**config.mk**
```make
export PLATFORM = sky130hd
export DESIGN_NAME = any1_bitfield_arb_flat
export DESIGN_NICKNAME = d
export VERILOG_FILES = /design/src/rtl/any1_bitfield_arb_if.sv /design/src/rtl/any1_bitfield_arb.sv /design/src/flat_wrapper.sv
export SDC_FILE = /design/constraint.sdc
export NUM_CORES = 1
export LEC_CHECK = 0
export BUFFER_PORTS_ARGS = -buffer_cell sky130_fd_sc_hd__buf_2
export CELL_PAD_IN_SITES_DETAIL_PLACEMENT = 2
export CELL_PAD_IN_SITES_GLOBAL_PLACEMENT = 2
export CORE_AREA = 8 8 360 362
export CTS_CLUSTER_SIZE = 25
export DETAILED_ROUTE_END_ITERATION = 10
export DIE_AREA = 0 0 368 370
export PLACE_DENSITY_LB_ADDON = 0.2
export SLEW_MARGIN = 10
export SYNTH_ARGS = -nofsm -noshare
export SYNTH_HDL_FRONTEND = slang
export SYNTH_SLANG_ARGS = --single-unit
```
**constraint.sdc**
```tcl
create_clock -name clk_i -period 3.7 [get_ports clk_i]
set_input_delay 0.37 -clock clk_i [delete_from_list [all_inputs] [get_ports clk_i]]
set_output_delay 0.37 -clock clk_i [all_outputs]
set_load 0.02 [all_outputs]
```
**src/rtl/any1_bitfield_arb_if.sv**
```systemverilog
// Signal bundle between the issue ports, the bitfield arbiter and the shared bitfield unit.
// slave = arbiter side, master = issue logic / bitfield unit side.
interface any1_bitfield_arb_if #(
  parameter int NREQ   = 2,
  parameter int DWIDTH = 64,
  parameter int TAGW   = 6
);
  localparam int IDW = (NREQ > 1) ? $clog2(NREQ) : 1;

  logic [NREQ-1:0]        req_valid_i;
  logic [NREQ-1:0]        req_ready_o;
  logic [NREQ*3-1:0]      req_op_i;
  logic [NREQ*DWIDTH-1:0] req_a_i;
  logic [NREQ*DWIDTH-1:0] req_b_i;
  logic [NREQ*DWIDTH-1:0] req_c_i;
  logic [NREQ*DWIDTH-1:0] req_d_i;
  logic [NREQ*TAGW-1:0]   req_tag_i;

  logic [2:0]             bf_op_o;
  logic [DWIDTH-1:0]      bf_a_o;
  logic [DWIDTH-1:0]      bf_b_o;
  logic [DWIDTH-1:0]      bf_c_o;
  logic [DWIDTH-1:0]      bf_d_o;
  logic [DWIDTH-1:0]      bf_res_i;

  logic                   rsp_valid_o;
  logic                   rsp_ready_i;
  logic [IDW-1:0]         rsp_id_o;
  logic [TAGW-1:0]        rsp_tag_o;
  logic [DWIDTH-1:0]      rsp_res_o;
  logic                   rsp_err_o;
  logic                   busy_o;

  modport slave (
    input  req_valid_i, req_op_i, req_a_i, req_b_i, req_c_i, req_d_i, req_tag_i,
    input  bf_res_i, rsp_ready_i,
    output req_ready_o, bf_op_o, bf_a_o, bf_b_o, bf_c_o, bf_d_o,
    output rsp_valid_o, rsp_id_o, rsp_tag_o, rsp_res_o, rsp_err_o, busy_o
  );

  modport master (
    output req_valid_i, req_op_i, req_a_i, req_b_i, req_c_i, req_d_i, req_tag_i,
    output bf_res_i, rsp_ready_i,
    input  req_ready_o, bf_op_o, bf_a_o, bf_b_o, bf_c_o, bf_d_o,
    input  rsp_valid_o, rsp_id_o, rsp_tag_o, rsp_res_o, rsp_err_o, busy_o
  );
endinterface

```
**src/rtl/any1_bitfield_arb.sv**
```systemverilog
// Round-robin arbiter feeding one shared combinational bitfield unit through an
// issue register (S1, drives bf_*) and a result register (S2, drives rsp_*).
module any1_bitfield_arb #(
  parameter int NREQ   = 2,
  parameter int DWIDTH = 64,
  parameter int TAGW   = 6
) (
  input  logic               clk_i,
  input  logic               rst_ni,
  input  logic               flush_i,
  any1_bitfield_arb_if.slave bus
);
  localparam int         IDW        = (NREQ > 1) ? $clog2(NREQ) : 1;
  localparam logic [2:0] OP_ILLEGAL = 3'd7;

  logic              s1_v;
  logic              s2_v;
  logic              adv1;
  logic              adv2;
  logic              any_req;
  logic              accept;
  logic [IDW-1:0]    rr_q;
  logic [IDW-1:0]    win;
  logic [TAGW-1:0]   s1_tag;
  logic [IDW-1:0]    s1_id;

  logic [2:0]        op_arr  [NREQ];
  logic [DWIDTH-1:0] a_arr   [NREQ];
  logic [DWIDTH-1:0] b_arr   [NREQ];
  logic [DWIDTH-1:0] c_arr   [NREQ];
  logic [DWIDTH-1:0] d_arr   [NREQ];
  logic [TAGW-1:0]   tag_arr [NREQ];

  for (genvar g = 0; g < NREQ; g++) begin : g_unpack
    assign op_arr[g]  = bus.req_op_i[g*3 +: 3];
    assign a_arr[g]   = bus.req_a_i[g*DWIDTH +: DWIDTH];
    assign b_arr[g]   = bus.req_b_i[g*DWIDTH +: DWIDTH];
    assign c_arr[g]   = bus.req_c_i[g*DWIDTH +: DWIDTH];
    assign d_arr[g]   = bus.req_d_i[g*DWIDTH +: DWIDTH];
    assign tag_arr[g] = bus.req_tag_i[g*TAGW +: TAGW];
  end

  // Pipeline advance: S2 can take new data when empty or being drained,
  // S1 when empty or when it can move into S2.
  assign adv2 = !s2_v || bus.rsp_ready_i;
  assign adv1 = !s1_v || adv2;

  always_comb begin : arbitrate
    logic [IDW-1:0] cand;
    win     = '0;
    any_req = 1'b0;
    cand    = '0;
    for (int unsigned k = 0; k < NREQ; k++) begin
      cand = IDW'((k + 32'(rr_q)) % 32'(NREQ));
      if (!any_req && bus.req_valid_i[cand]) begin
        any_req = 1'b1;
        win     = cand;
      end
    end
  end

  // Ready is built from stage occupancy and valids only, never from its own value.
  assign accept = any_req && adv1 && !flush_i && rst_ni;

  always_comb begin : grant
    bus.req_ready_o = '0;
    if (accept) begin
      bus.req_ready_o[win] = 1'b1;
    end
  end

  always_ff @(posedge clk_i or negedge rst_ni) begin : rr_reg
    if (!rst_ni) begin
      rr_q <= '0;
    end else if (accept) begin
      rr_q <= (win == IDW'(NREQ - 1)) ? '0 : win + IDW'(1);
    end
  end

  always_ff @(posedge clk_i or negedge rst_ni) begin : s1_reg
    if (!rst_ni) begin
      s1_v        <= 1'b0;
      s1_tag      <= '0;
      s1_id       <= '0;
      bus.bf_op_o <= '0;
      bus.bf_a_o  <= '0;
      bus.bf_b_o  <= '0;
      bus.bf_c_o  <= '0;
      bus.bf_d_o  <= '0;
    end else begin
      if (flush_i) begin
        s1_v <= 1'b0;
      end else if (accept) begin
        s1_v <= 1'b1;
      end else if (adv2) begin
        s1_v <= 1'b0;
      end
      // Operands only change on accept so the unit sees stable inputs while idle.
      if (accept) begin
        s1_tag      <= tag_arr[win];
        s1_id       <= win;
        bus.bf_op_o <= op_arr[win];
        bus.bf_a_o  <= a_arr[win];
        bus.bf_b_o  <= b_arr[win];
        bus.bf_c_o  <= c_arr[win];
        bus.bf_d_o  <= d_arr[win];
      end
    end
  end

  always_ff @(posedge clk_i or negedge rst_ni) begin : s2_reg
    if (!rst_ni) begin
      s2_v          <= 1'b0;
      bus.rsp_id_o  <= '0;
      bus.rsp_tag_o <= '0;
      bus.rsp_res_o <= '0;
      bus.rsp_err_o <= 1'b0;
    end else begin
      if (flush_i) begin
        s2_v <= 1'b0;
      end else if (s1_v && adv2) begin
        s2_v <= 1'b1;
      end else if (bus.rsp_ready_i) begin
        s2_v <= 1'b0;
      end
      if (!flush_i && s1_v && adv2) begin
        bus.rsp_id_o  <= s1_id;
        bus.rsp_tag_o <= s1_tag;
        bus.rsp_err_o <= (bus.bf_op_o == OP_ILLEGAL);
        bus.rsp_res_o <= (bus.bf_op_o == OP_ILLEGAL) ? '0 : bus.bf_res_i;
      end
    end
  end

  assign bus.rsp_valid_o = s2_v;
  assign bus.busy_o      = s1_v || s2_v;

endmodule

```
**src/flat_wrapper.sv**
```systemverilog
// flat-port wrapper written by rule: the top's interface ports become plain ports
module any1_bitfield_arb_flat 
#(
  parameter int NREQ   = 2,
  parameter int DWIDTH = 64,
  parameter int TAGW   = 6
)
  (clk_i, rst_ni, flush_i, bus_req_valid_i, bus_req_op_i, bus_req_a_i, bus_req_b_i, bus_req_c_i, bus_req_d_i, bus_req_tag_i, bus_bf_res_i, bus_rsp_ready_i, bus_req_ready_o, bus_bf_op_o, bus_bf_a_o, bus_bf_b_o, bus_bf_c_o, bus_bf_d_o, bus_rsp_valid_o, bus_rsp_id_o, bus_rsp_tag_o, bus_rsp_res_o, bus_rsp_err_o, bus_busy_o);
  any1_bitfield_arb_if #(.NREQ(NREQ), .DWIDTH(DWIDTH), .TAGW(TAGW)) bus_i ();
  input  logic clk_i;
  input  logic rst_ni;
  input  logic flush_i;
  input wire logic [$bits(bus_i.req_valid_i)-1:0] bus_req_valid_i;
  input wire logic [$bits(bus_i.req_op_i)-1:0] bus_req_op_i;
  input wire logic [$bits(bus_i.req_a_i)-1:0] bus_req_a_i;
  input wire logic [$bits(bus_i.req_b_i)-1:0] bus_req_b_i;
  input wire logic [$bits(bus_i.req_c_i)-1:0] bus_req_c_i;
  input wire logic [$bits(bus_i.req_d_i)-1:0] bus_req_d_i;
  input wire logic [$bits(bus_i.req_tag_i)-1:0] bus_req_tag_i;
  input wire logic [$bits(bus_i.bf_res_i)-1:0] bus_bf_res_i;
  input wire logic [$bits(bus_i.rsp_ready_i)-1:0] bus_rsp_ready_i;
  output wire logic [$bits(bus_i.req_ready_o)-1:0] bus_req_ready_o;
  output wire logic [$bits(bus_i.bf_op_o)-1:0] bus_bf_op_o;
  output wire logic [$bits(bus_i.bf_a_o)-1:0] bus_bf_a_o;
  output wire logic [$bits(bus_i.bf_b_o)-1:0] bus_bf_b_o;
  output wire logic [$bits(bus_i.bf_c_o)-1:0] bus_bf_c_o;
  output wire logic [$bits(bus_i.bf_d_o)-1:0] bus_bf_d_o;
  output wire logic [$bits(bus_i.rsp_valid_o)-1:0] bus_rsp_valid_o;
  output wire logic [$bits(bus_i.rsp_id_o)-1:0] bus_rsp_id_o;
  output wire logic [$bits(bus_i.rsp_tag_o)-1:0] bus_rsp_tag_o;
  output wire logic [$bits(bus_i.rsp_res_o)-1:0] bus_rsp_res_o;
  output wire logic [$bits(bus_i.rsp_err_o)-1:0] bus_rsp_err_o;
  output wire logic [$bits(bus_i.busy_o)-1:0] bus_busy_o;
  assign bus_i.req_valid_i = bus_req_valid_i;
  assign bus_i.req_op_i = bus_req_op_i;
  assign bus_i.req_a_i = bus_req_a_i;
  assign bus_i.req_b_i = bus_req_b_i;
  assign bus_i.req_c_i = bus_req_c_i;
  assign bus_i.req_d_i = bus_req_d_i;
  assign bus_i.req_tag_i = bus_req_tag_i;
  assign bus_i.bf_res_i = bus_bf_res_i;
  assign bus_i.rsp_ready_i = bus_rsp_ready_i;
  assign bus_req_ready_o = bus_i.req_ready_o;
  assign bus_bf_op_o = bus_i.bf_op_o;
  assign bus_bf_a_o = bus_i.bf_a_o;
  assign bus_bf_b_o = bus_i.bf_b_o;
  assign bus_bf_c_o = bus_i.bf_c_o;
  assign bus_bf_d_o = bus_i.bf_d_o;
  assign bus_rsp_valid_o = bus_i.rsp_valid_o;
  assign bus_rsp_id_o = bus_i.rsp_id_o;
  assign bus_rsp_tag_o = bus_i.rsp_tag_o;
  assign bus_rsp_res_o = bus_i.rsp_res_o;
  assign bus_rsp_err_o = bus_i.rsp_err_o;
  assign bus_busy_o = bus_i.busy_o;
  any1_bitfield_arb #(.NREQ(NREQ), .DWIDTH(DWIDTH), .TAGW(TAGW)) u_core (.clk_i(clk_i), .rst_ni(rst_ni), .flush_i(flush_i), .bus(bus_i));
endmodule
```
==> results of run 1 <==
-- per-stage QoR --
step / power [mW] / instances / instance area [sq um]
finish: 14.7 / 4350 / 27500
global route: 15.5 / 4341 / 27500
CTS: 15.0 / 4313 / 27400
detailed placement: 9.92 / 4133 / 24800
global placement: 9.81 / 4133 / 24800
floorplan: 7.61 / 1778 / 18600
-- cell usage after synthesis --
library cell | instances | area, sq um
nor3_2 | 1 | 10.0
dfrtp_1 | 341 | 8530
a31oi_2 | 220 | 2750
or2_1 | 1 | 6.26
or2_2 | 1 | 6.26
nand3_1 | 1 | 5.00
a31oi_1 | 310 | 1940
inv_2 | 1 | 3.75
nand3b_1 | 1 | 7.51
buf_1 | 23 | 86.3
a22o_1 | 64 | 561
nand2b_1 | 3 | 18.8
clkbuf_1 | 217 | 815
nor2_1 | 5 | 18.8
nand2_1 | 1 | 3.75
o21ai_0 | 267 | 1340
o211ai_1 | 265 | 1990
buf_6 | 29 | 327
buf_2 | 11 | 55.1
mux2_2 | 10 | 113
and3_1 | 2 | 12.5
clkinv_1 | 1 | 3.75
nor2b_1 | 3 | 18.8
-- layer usage --
layer | global-route usage (%) | vias up | wire length [um] | part of all wire [%]
met4 | 5.18 | 30 | 3700 | 3.1
met2 | 29.2 | 655 | 60600 | 51
met1 | 19.2 | 10500 | 47100 | 39
met3 | 4.84 | 181 | 7800 | 6.5
met5 | 0 | - | 189 | 0.16
li1 | - | 8924 | - | -
-- cells by family (layout without fill, tap and decap cells) --
kind of cell / count (synthesis) / after routing / synth area share (%)
compound gates: 1126 / 1126 / 46.1
buf+inv: 282 / 1167 / 6.93
flops: 341 / 341 / 45.8
mux: 10 / 10 / 0.605
other cells: 0 / 37 / 0
simple gates: 19 / 19 / 0.578
-- tightest hold or removal path, cell delays in order --
cell	delay, ns
buf_2	0.10
o211ai_1	0.08
a31oi_2	0.09
-- flip-flops by register name, indices dropped and copies added (netlist names), 3 cells and up --
| register | flops |
|---|---|
| u_core.s1_tag | 6 |
| u_core.bus.bf_d_o | 64 |
| u_core.bus.bf_c_o | 64 |
| u_core.bus.bf_op_o | 3 |
| u_core.bus.rsp_res_o | 64 |
| u_core.bus.rsp_tag_o | 6 |
| u_core.bus.bf_a_o | 64 |
| u_core.bus.bf_b_o | 64 |
-- final cells by class --
type,instances,area (sq um)
clock buffer,76,1500
timing repair buffer,1082,6350
clock inverter,7,111
multi-input combinational,1155,8830
tap,1650,2060
inverter,2,22.5
antenna,37,92.6
sequential,341,8540
fill,14200,96800
-- timing repair --
item | 4_1_cts | 5_1_grt
hold endpoints to repair | 121 | 0
hold buffers | 97 | 0
resized for setup | 0 | 0
-- worst max-delay path by stage --
stage                       startpoint                  endpoint  slack [ns]  cells after the start
detailed placement             flush_i  u_core.bus.rsp_res_o[49]        1.29                      5
global route               u_core.rr_q     u_core.bus.bf_a_o[36]        0.80                      6
floorplan           bus_req_valid_i[1]        bus_req_ready_o[0]        1.76                      7
CTS                        u_core.rr_q        bus_req_ready_o[0]        0.91                      5
finish                          rst_ni      u_core.bus.bf_a_o[4]        0.91                      7
global placement                rst_ni     u_core.bus.bf_c_o[15]        1.36                      6
-- power breakdown --
group,switching (mW),internal [mW],leakage (nW)
clock network,1.96,2.89,0.793
registers,0.491,4.48,3.91
logic,3.20,1.67,6.08
total,5.66,9.05,10.8
==> metrics.cfg, run 1 <==
[synthesis]
synth.avg_cell_area_sq_um=10.5
synth_seq_cells=341
netlist_instances=1778
synthesis.area_sq_um=18600
ys_warn_count=0
ys_types=23
synth-seq-area-share_pct=45.8
syn-num-nets=2378

[timing]
period_share_pct=75.5
tns_ns=0
clock_skew_ns=0.0337
slew_viol_final=0
whs_ns=0.0635
fin_crit_ns=2.79
fin_ws_ns=0.907
rsz0062_at_grt=false
max_freq_ghz=0.358
worstMarginPinSlew_ns=1.17
slew_headroom_pct=21.7
finalHoldViolCount=0
setup_violations=0

[cts]
cts_buffer_depth=3
insertion_delay_ns=0.62
path_clk_slew_ns=0.06
h-tree-depth=2
postCtsSetupBuffers=0
cts_tree=yes
cts_sinks=341
clock_tree.root_cell=clkbuf_16
numCtsBuffers=49

[placed_design]
post-place-ws_ns=1.29
gp_congestion=0.797
place_hpwl_um=82300
port_buffers=934

[final_layout]
utilization_pct=22.1
layout_commonest_cell=buf_2
nets=3231
drive_above_1_share_pct=48.7
area_growth_pct=47.7
mostFrequentLayoutCells=932 x buf_2, 340 x dfrtp_1, 310 x a31oi_1

[worst_setup_path]
cp_cell_sequence=dlygate4sd3_1 -> buf_8 -> nor2b_4 -> buf_12 -> a31oi_1 -> a31oi_1 -> dlygate4sd3_1
critPathMaxFanout=124
rr_startpoint=u_core.rr_q
arrival_ns=3.34
critPathKind=in -> reg
crit_family=buffers and inverters
critPathLaunchType=input pin
cp.buffers_inverters=4
cp_slowest_stage_delay_ns=0.56
rr_endpoint=u_core.bus.bf_a_o[36]
reg2reg_slack_ns=0.96
slowest_stage=dlygate4sd3_1
end_kind=flip-flop
r2r_cells=6
worstPathRequired_ns=4.25

[die]
die_h_um=370
dieArea_sq_um=136000
rows=130
die_width_um=368
start_util_pct=15.0
core_area_sq_um=124000
ios=935

[drt]
drtAntennaViolNets=0
viasPerCell=4.66
drc_errors=0
first_iter_violations=891
wl_per_cell_um=27.5
first_pass_iters=5
routed_wl_um=119000
vias=20300

[min_path]
holdPathEnd=u_core.bus.bf_c_o[12]
hp-start=bus_req_c_i[76]
hold_path_class=in -> reg
hold_depth=3

[global_routing]
gr-usage-all-layers_pct=16.5
grt_pass1_wl_um=172000
gr-total-overflow=0
grt_pass1_vias=23000
antenna_found_initial=57
grt_max_degree=152

[power]
powerDensity_nw_per_um2=535
p_leak_nw=10.8
ir_drop_uv=322

[flow_run]
maxCapViolCount=0

[outcome]
status=finished clean

No activity file was read; power rests on OpenSTA's default activity.
==> inputs of run 2 (changes only) <==
--- a/config.mk
+++ b/config.mk
@@ -8,10 +8,10 @@
 export BUFFER_PORTS_ARGS = -buffer_cell sky130_fd_sc_hd__buf_2
 export CELL_PAD_IN_SITES_DETAIL_PLACEMENT = 2
 export CELL_PAD_IN_SITES_GLOBAL_PLACEMENT = 2
-export CORE_AREA = 8 8 360 362
+export CORE_AREA = 8 8 362 364
 export CTS_CLUSTER_SIZE = 25
 export DETAILED_ROUTE_END_ITERATION = 10
-export DIE_AREA = 0 0 368 370
+export DIE_AREA = 0 0 370 372
 export PLACE_DENSITY_LB_ADDON = 0.2
 export SLEW_MARGIN = 10
 export SYNTH_ARGS = -nofsm -noshare
==> constraint.sdc (replaced) <==
create_clock -name clk_i -period 2.3 [get_ports clk_i]
set_input_delay 0.23 -clock clk_i [delete_from_list [all_inputs] [get_ports clk_i]]
set_output_delay 0.23 -clock clk_i [all_outputs]
set_load 0.02 [all_outputs]
==> metrics.cfg, run 2 (synthesized netlist as in run 1, its figures left out) <==
[worst_setup_path]
cp_slowest_stage_delay_ns=0.62  ; +0.06 ns
worstPathRequired_ns=2.86  ; -1.39 ns
cp.buffers_inverters=5  ; +1
slowest_stage=dlygate4sd3_1
critPathKind=in -> reg
critPathLaunchType=input pin
cp_cell_sequence=dlygate4sd3_1 -> buf_8 -> nor2b_4 -> clkbuf_16 -> buf_16 -> a31oi_1 -> a31oi_2 -> dlygate4sd3_1
arrival_ns=2.86  ; -0.48 ns
end_kind=flip-flop
path_common_cell=dlygate4sd3_1
critPathMaxFanout=38  ; -69%
crit_family=buffers and inverters

[timing]
finalHoldViolCount=0  ; unchanged
whs_ns=0.0865  ; +0.0230 ns
clock_skew_ns=0.0329  ; -0.000781 ns
setup_violations=0  ; unchanged
max_freq_ghz=0.436
slew_viol_final=0  ; unchanged
fin_crit_ns=2.29
period_share_pct=99.7
slew_headroom_pct=30.9  ; +9.2 points
worstMarginPinSlew_ns=1.04  ; -0.137 ns
rsz0062_at_grt=true

[die]
core_area_sq_um=125000  ; +0.52%
rows=130  ; unchanged
ios=935  ; unchanged
die_width_um=370  ; +0.54%
dieArea_sq_um=138000  ; +1.1%
die_h_um=372  ; +0.54%
start_util_pct=14.9  ; -0.078 points

[global_routing]
grt_pass1_vias=26200  ; +14%
antenna_found_initial=21  ; -63%
gr-total-overflow=0  ; unchanged
gr-usage-all-layers_pct=17.4  ; +0.85 points
grt_pass1_wl_um=184000  ; +7.5%
grt_max_degree=150  ; -1.3%

[final_layout]
drive_above_1_share_pct=42.1  ; -6.6 points
mostFrequentLayoutCells=931 x buf_2, 597 x dlygate4sd3_1, 340 x dfrtp_1
area_growth_pct=78.5
utilization_pct=26.6  ; +4.5 points
nets=3790  ; +17%
layout_commonest_cell=buf_2
layout.cells.non_filler=4898  ; +13%

[flow_run]
maxCapViolCount=0  ; unchanged

[cts]
cts_sinks=341  ; unchanged
h-tree-depth=2  ; unchanged
path_clk_slew_ns=0.06  ; about the same
insertion_delay_ns=0.63  ; about the same
clock_tree.root_cell=clkbuf_16
cts_tree=yes
cts_buffer_depth=3  ; unchanged
numCtsBuffers=48  ; -2.0%

[placed_design]
place_hpwl_um=86800  ; +5.4%
port_buffers=934  ; unchanged
placedCellCount=4189  ; +1.4%
gp_congestion=0.774  ; -2.9%

[drt]
first_iter_violations=1197  ; +34%
wl_per_cell_um=25.8  ; -5.9%
drc_errors=0  ; unchanged
vias=22500  ; +11%
first_pass_iters=5  ; unchanged
routed_wl_um=127000  ; +5.9%
drtAntennaViolNets=0  ; unchanged
viasPerCell=4.60  ; -1.3%

[power]
ir_drop_uv=452  ; +41%
powerDensity_nw_per_um2=751  ; +40%
p_leak_nw=13.2  ; +23%
total_power_mw=25.0  ; +70%

[min_path]
hold_path_class=in -> reg

[outcome]
status=finished clean

==> run 2: cell types whose count changed in the layout (fill, tap and decap cells not counted), moves of 4 or more <==
cell	before	now
dlygate4sd3_1	97	597
buf_4	27	59
diode_2	37	23
buf_12	24	35
buf_6	0	10
clkbuf_8	17	11
clkinv_2	2	8
buf_16	0	4
==> run 2: path summary, 6_finish.rpt <==
kind	start	depth (start not counted)	to	slack, ns
worst min-delay path	bus_req_c_i[7]	3	u_core.bus.bf_c_o[7]	0.09
worst max-delay path	rst_ni	8	u_core.bus.bf_c_o[20]	0.007
max in group asynchronous	rst_ni	4	u_core.bus.bf_b_o[47]	0.67
worst max register to register	u_core.bus.rsp_valid_o	7	u_core.bus.bf_c_o[16]	0.02
min in group asynchronous	rst_ni	3	u_core.bus.bf_d_o[53]	0.30
worst min register to register	u_core.bus.rsp_res_o[37]	1	u_core.bus.rsp_res_o[37]	0.50
==> run 2: where the power goes <==
group | internal (mW) | switching (mW) | leakage [nW] | total (mW)
sequential | 7.21 | 0.764 | 3.91 | 7.97
clock | 4.56 | 3.24 | 0.793 | 7.80
combinational | 3.64 | 5.54 | 8.54 | 9.18
total | 15.4 | 9.55 | 13.2 | 25.0
==> run 2: metal layers <==
metal | wire length (um) | GRT usage [%]
met5 | 0 | 0
met2 | 65000 | 31.3
met1 | 49500 | 19.9
met4 | 4600 | 6.28
met3 | 7410 | 4.21
==> run 2: cell type report <==
cell class / count / area (sq um)
diodes: 23 / 57.6
clock buffers: 70 / 1390
clock inverters: 15 / 209
fillers: 13900 / 91700
inverters: 2 / 20.0
multi-input cells: 1155 / 8830
flip-flops and latches: 341 / 8540
well taps: 1650 / 2060
repair buffers: 1642 / 12100
==> run 2: worst min-delay path: stages <==
cell and delay, ns:
buf_2 0.10, o21ai_0 0.21, a31oi_2 0.12
==> run 2: timing repair <==
item	CTS	global route
hold buffers	597	0
cloned	1	2
resized for setup	0	16
setup buffers	2	1
endpoints found under the hold margin	538	0
setup endpoints to repair	2	61
pin swaps	1	1
==> run 2: stage by stage <==
stage	setup TNS, ns	instance area [sq um]	setup WS (ns)
2_1_floorplan	0	18600	0.641
3_3_place_gp	0	25400	0.445
3_5_place_dp	0	25400	0.420
4_1_cts	0	33100	0.00941
5_1_grt	-0.136	33200	-0.0319
6_report	0	33200	0.00707
==> inputs of run 3 (changes only) <==
--- a/config.mk
+++ b/config.mk
@@ -12,8 +12,8 @@
 export CTS_CLUSTER_SIZE = 25
 export DETAILED_ROUTE_END_ITERATION = 10
 export DIE_AREA = 0 0 370 372
-export PLACE_DENSITY_LB_ADDON = 0.2
-export SLEW_MARGIN = 10
+export PLACE_DENSITY = 0.51
+export SLEW_MARGIN = 20
 export SYNTH_ARGS = -nofsm -noshare
 export SYNTH_HDL_FRONTEND = slang
 export SYNTH_SLANG_ARGS = --single-unit
==> metrics.cfg, run 3 (synthesized netlist as in run 1, its figures left out) <==
[cts]
cts_tree=yes
insertion_delay_ns=0.64  ; about the same
path_clk_slew_ns=0.06  ; about the same
cts_buffer_depth=3  ; unchanged
cts_sinks=341  ; unchanged
numCtsBuffers=49  ; +2.1%
h-tree-depth=2  ; unchanged
clock_tree.root_cell=clkbuf_16

[timing]
clock_skew_ns=0.0414  ; +0.00851 ns
worstMarginPinSlew_ns=1.08  ; +0.0446 ns
tns_ns=0  ; unchanged
slew_headroom_pct=27.9  ; -3.0 points
fin_crit_ns=2.22  ; -0.0751 ns
finalHoldViolCount=0  ; unchanged
period_share_pct=96.4  ; -3.3 points
setup_violations=0  ; unchanged
whs_ns=0.0671  ; -0.0194 ns
max_freq_ghz=0.451  ; +3.4%
fin_ws_ns=0.0822  ; +0.0751 ns
slew_viol_final=0  ; unchanged

[power]
intPower_mw=15.5  ; +0.60%
p_leak_nw=13.5  ; +1.8%
powerDensity_nw_per_um2=749  ; -0.30%
total_power_mw=25.2  ; +1.2%
pwr-share-comb_pct=37.0  ; +0.2 points
seqPwrFrac_pct=31.8  ; -0.2 points
ir_drop_uv=547  ; +21%
switchingPower_mw=9.74  ; +2.1%
clkPwrFrac_pct=31.2  ; about the same
swShare_pct=38.6  ; +0.34 points

[worst_setup_path]
end_kind=flip-flop
crit_family=buffers and inverters
arrival_ns=2.78  ; -0.08 ns
critPathLaunchType=flip-flop
rr_startpoint=u_core.rr_q
cp_slowest_stage_delay_ns=0.60  ; -0.02 ns
cp_cell_sequence=nor2b_4 -> buf_12 -> buf_16 -> buf_16 -> o21ai_0 -> a31oi_2 -> dlygate4sd3_1
rr_endpoint=u_core.bus.bf_b_o[14]
critPathMaxFanout=29  ; -24%
path_common_cell=buf_16
cp.buffers_inverters=4  ; -1
r2r_cells=7  ; unchanged
reg2reg_slack_ns=0.08  ; +0.06 ns
critPathKind=reg -> reg
worstPathRequired_ns=2.87  ; about the same
slowest_stage=dlygate4sd3_1

[final_layout]
nets=3824  ; +0.90%
layout.cells.non_filler=4933  ; +0.71%
regArea_sq_um=8540  ; unchanged
multi_input_area_sq_um=8830  ; unchanged
drive_above_1_share_pct=42.6  ; +0.43 points
fin_area_sq_um=33700  ; +1.5%
mostFrequentLayoutCells=931 x buf_2, 601 x dlygate4sd3_1, 340 x dfrtp_1
area_growth_pct=81.1
layout_commonest_cell=buf_2
utilization_pct=27.0  ; +0.39 points
fillers=13800  ; -0.63%

[drt]
viasPerCell=4.68  ; +1.8%
routed_wl_um=132000  ; +4.2%
wl_per_cell_um=26.7  ; +3.4%
drtAntennaViolNets=0  ; unchanged
vias=23100  ; +2.5%
first_iter_violations=1148  ; -4.1%
first_pass_iters=4  ; -1
drc_errors=0  ; unchanged

[die]
core_area_sq_um=125000  ; unchanged
start_util_pct=14.9  ; unchanged
die_width_um=370  ; unchanged
rows=130  ; unchanged
dieArea_sq_um=138000  ; unchanged
ios=935  ; unchanged
die_h_um=372  ; unchanged

[global_routing]
gr-total-overflow=0  ; unchanged
grt_pass1_vias=27000  ; +3.1%
grt_use_met2_pct=32.1  ; +0.77 points
grt_pass1_wl_um=188000  ; +2.2%
top_usage_layer=met2
antenna_found_initial=26  ; +24%
grtUsageMet1_pct=20.1  ; +0.16 points
grt_max_degree=161  ; +7.3%
gr-usage-all-layers_pct=17.9  ; +0.46 points
grt_use_met3_pct=4.45  ; +0.24 points

[min_path]
hold_path_class=in -> reg
holdPathEnd=u_core.bus.bf_d_o[41]
hold_depth=3  ; unchanged
hp-start=bus_req_valid_i[1]

[placed_design]
postPlaceCellArea_sq_um=25700  ; +0.80%
gp_congestion=0.805  ; +3.9%
post-place-ws_ns=0.314  ; -0.106 ns
placedCellCount=4204  ; +0.36%
place_hpwl_um=88000  ; +1.5%
port_buffers=934  ; unchanged

[flow_run]
maxCapViolCount=0  ; unchanged

[outcome]
status=finished clean

[run 3: changes by cell type in the layout (fill, tap and decap cells not counted), sizes merged]
cell	change
diode	+2
buf	+27
clkinv	-3
bufinv	-1
inv	-1
clkbuf	+6
clkinvlp	+1
dlygate4sd3	+4
[run 3: how the worst max path moves through the flow]
stage / start / end / slack (ns) / cells past startpoint
global placement: bus_req_valid_i[1] / u_core.bus.bf_c_o[30] / 0.41 / 6
global route: u_core.rr_q / u_core.bus.bf_b_o[2] / -0.01 / 7
detailed placement: bus_req_valid_i[1] / u_core.bus.bf_c_o[47] / 0.31 / 6
CTS: u_core.bus.rsp_valid_o / u_core.bus.bf_a_o[2] / 0.01 / 7
floorplan: bus_req_valid_i[1] / bus_req_ready_o[0] / 0.64 / 7
finish: u_core.rr_q / u_core.bus.bf_b_o[14] / 0.08 / 7
[run 3: final cells by class]
cell class	count	share of cell area, %
Timing Repair Buffer	1675	37.3
Multi-Input combinational cell	1155	26.2
Sequential cell	341	25.3
Tap cell	1650	6.12
Clock buffer	74	4.30
Clock inverter	11	0.523
Antenna cell	25	0.186
Inverter	2	0.0668
[run 3: per-layer routing]
metal | up-vias | share of wire (%)
li1 | 10100 | -
met1 | 11900 | 39
met2 | 828 | 51
met3 | 238 | 5.8
met4 | 4 | 4.3
met5 | - | 0.017
[run 3: what timing repair did]
action                                  CTS  global route
pin swaps                                 1             6
cloned                                    1             5
endpoints found under the hold margin   672             0
gates resized for setup                   0            21
endpoints found under the setup margin    2            45
buffers inserted                          4             9
hold buffers                            601             0
[run 3: power by group through the flow]
stage               registers (mW)  clock network [mW]  logic (mW)
global placement              8.04                   0        7.97
floorplan                     9.38                   0        2.86
finish                        8.03                7.88        9.33
detailed placement            8.10                   0        8.13
CTS                           8.00                8.17        9.25
global route                  8.16                8.39        9.94
[run 3: tightest hold or removal path: stages]
cell	delay (ns)
buf_8	0.18
o211ai_1	0.12
a31oi_1	0.08
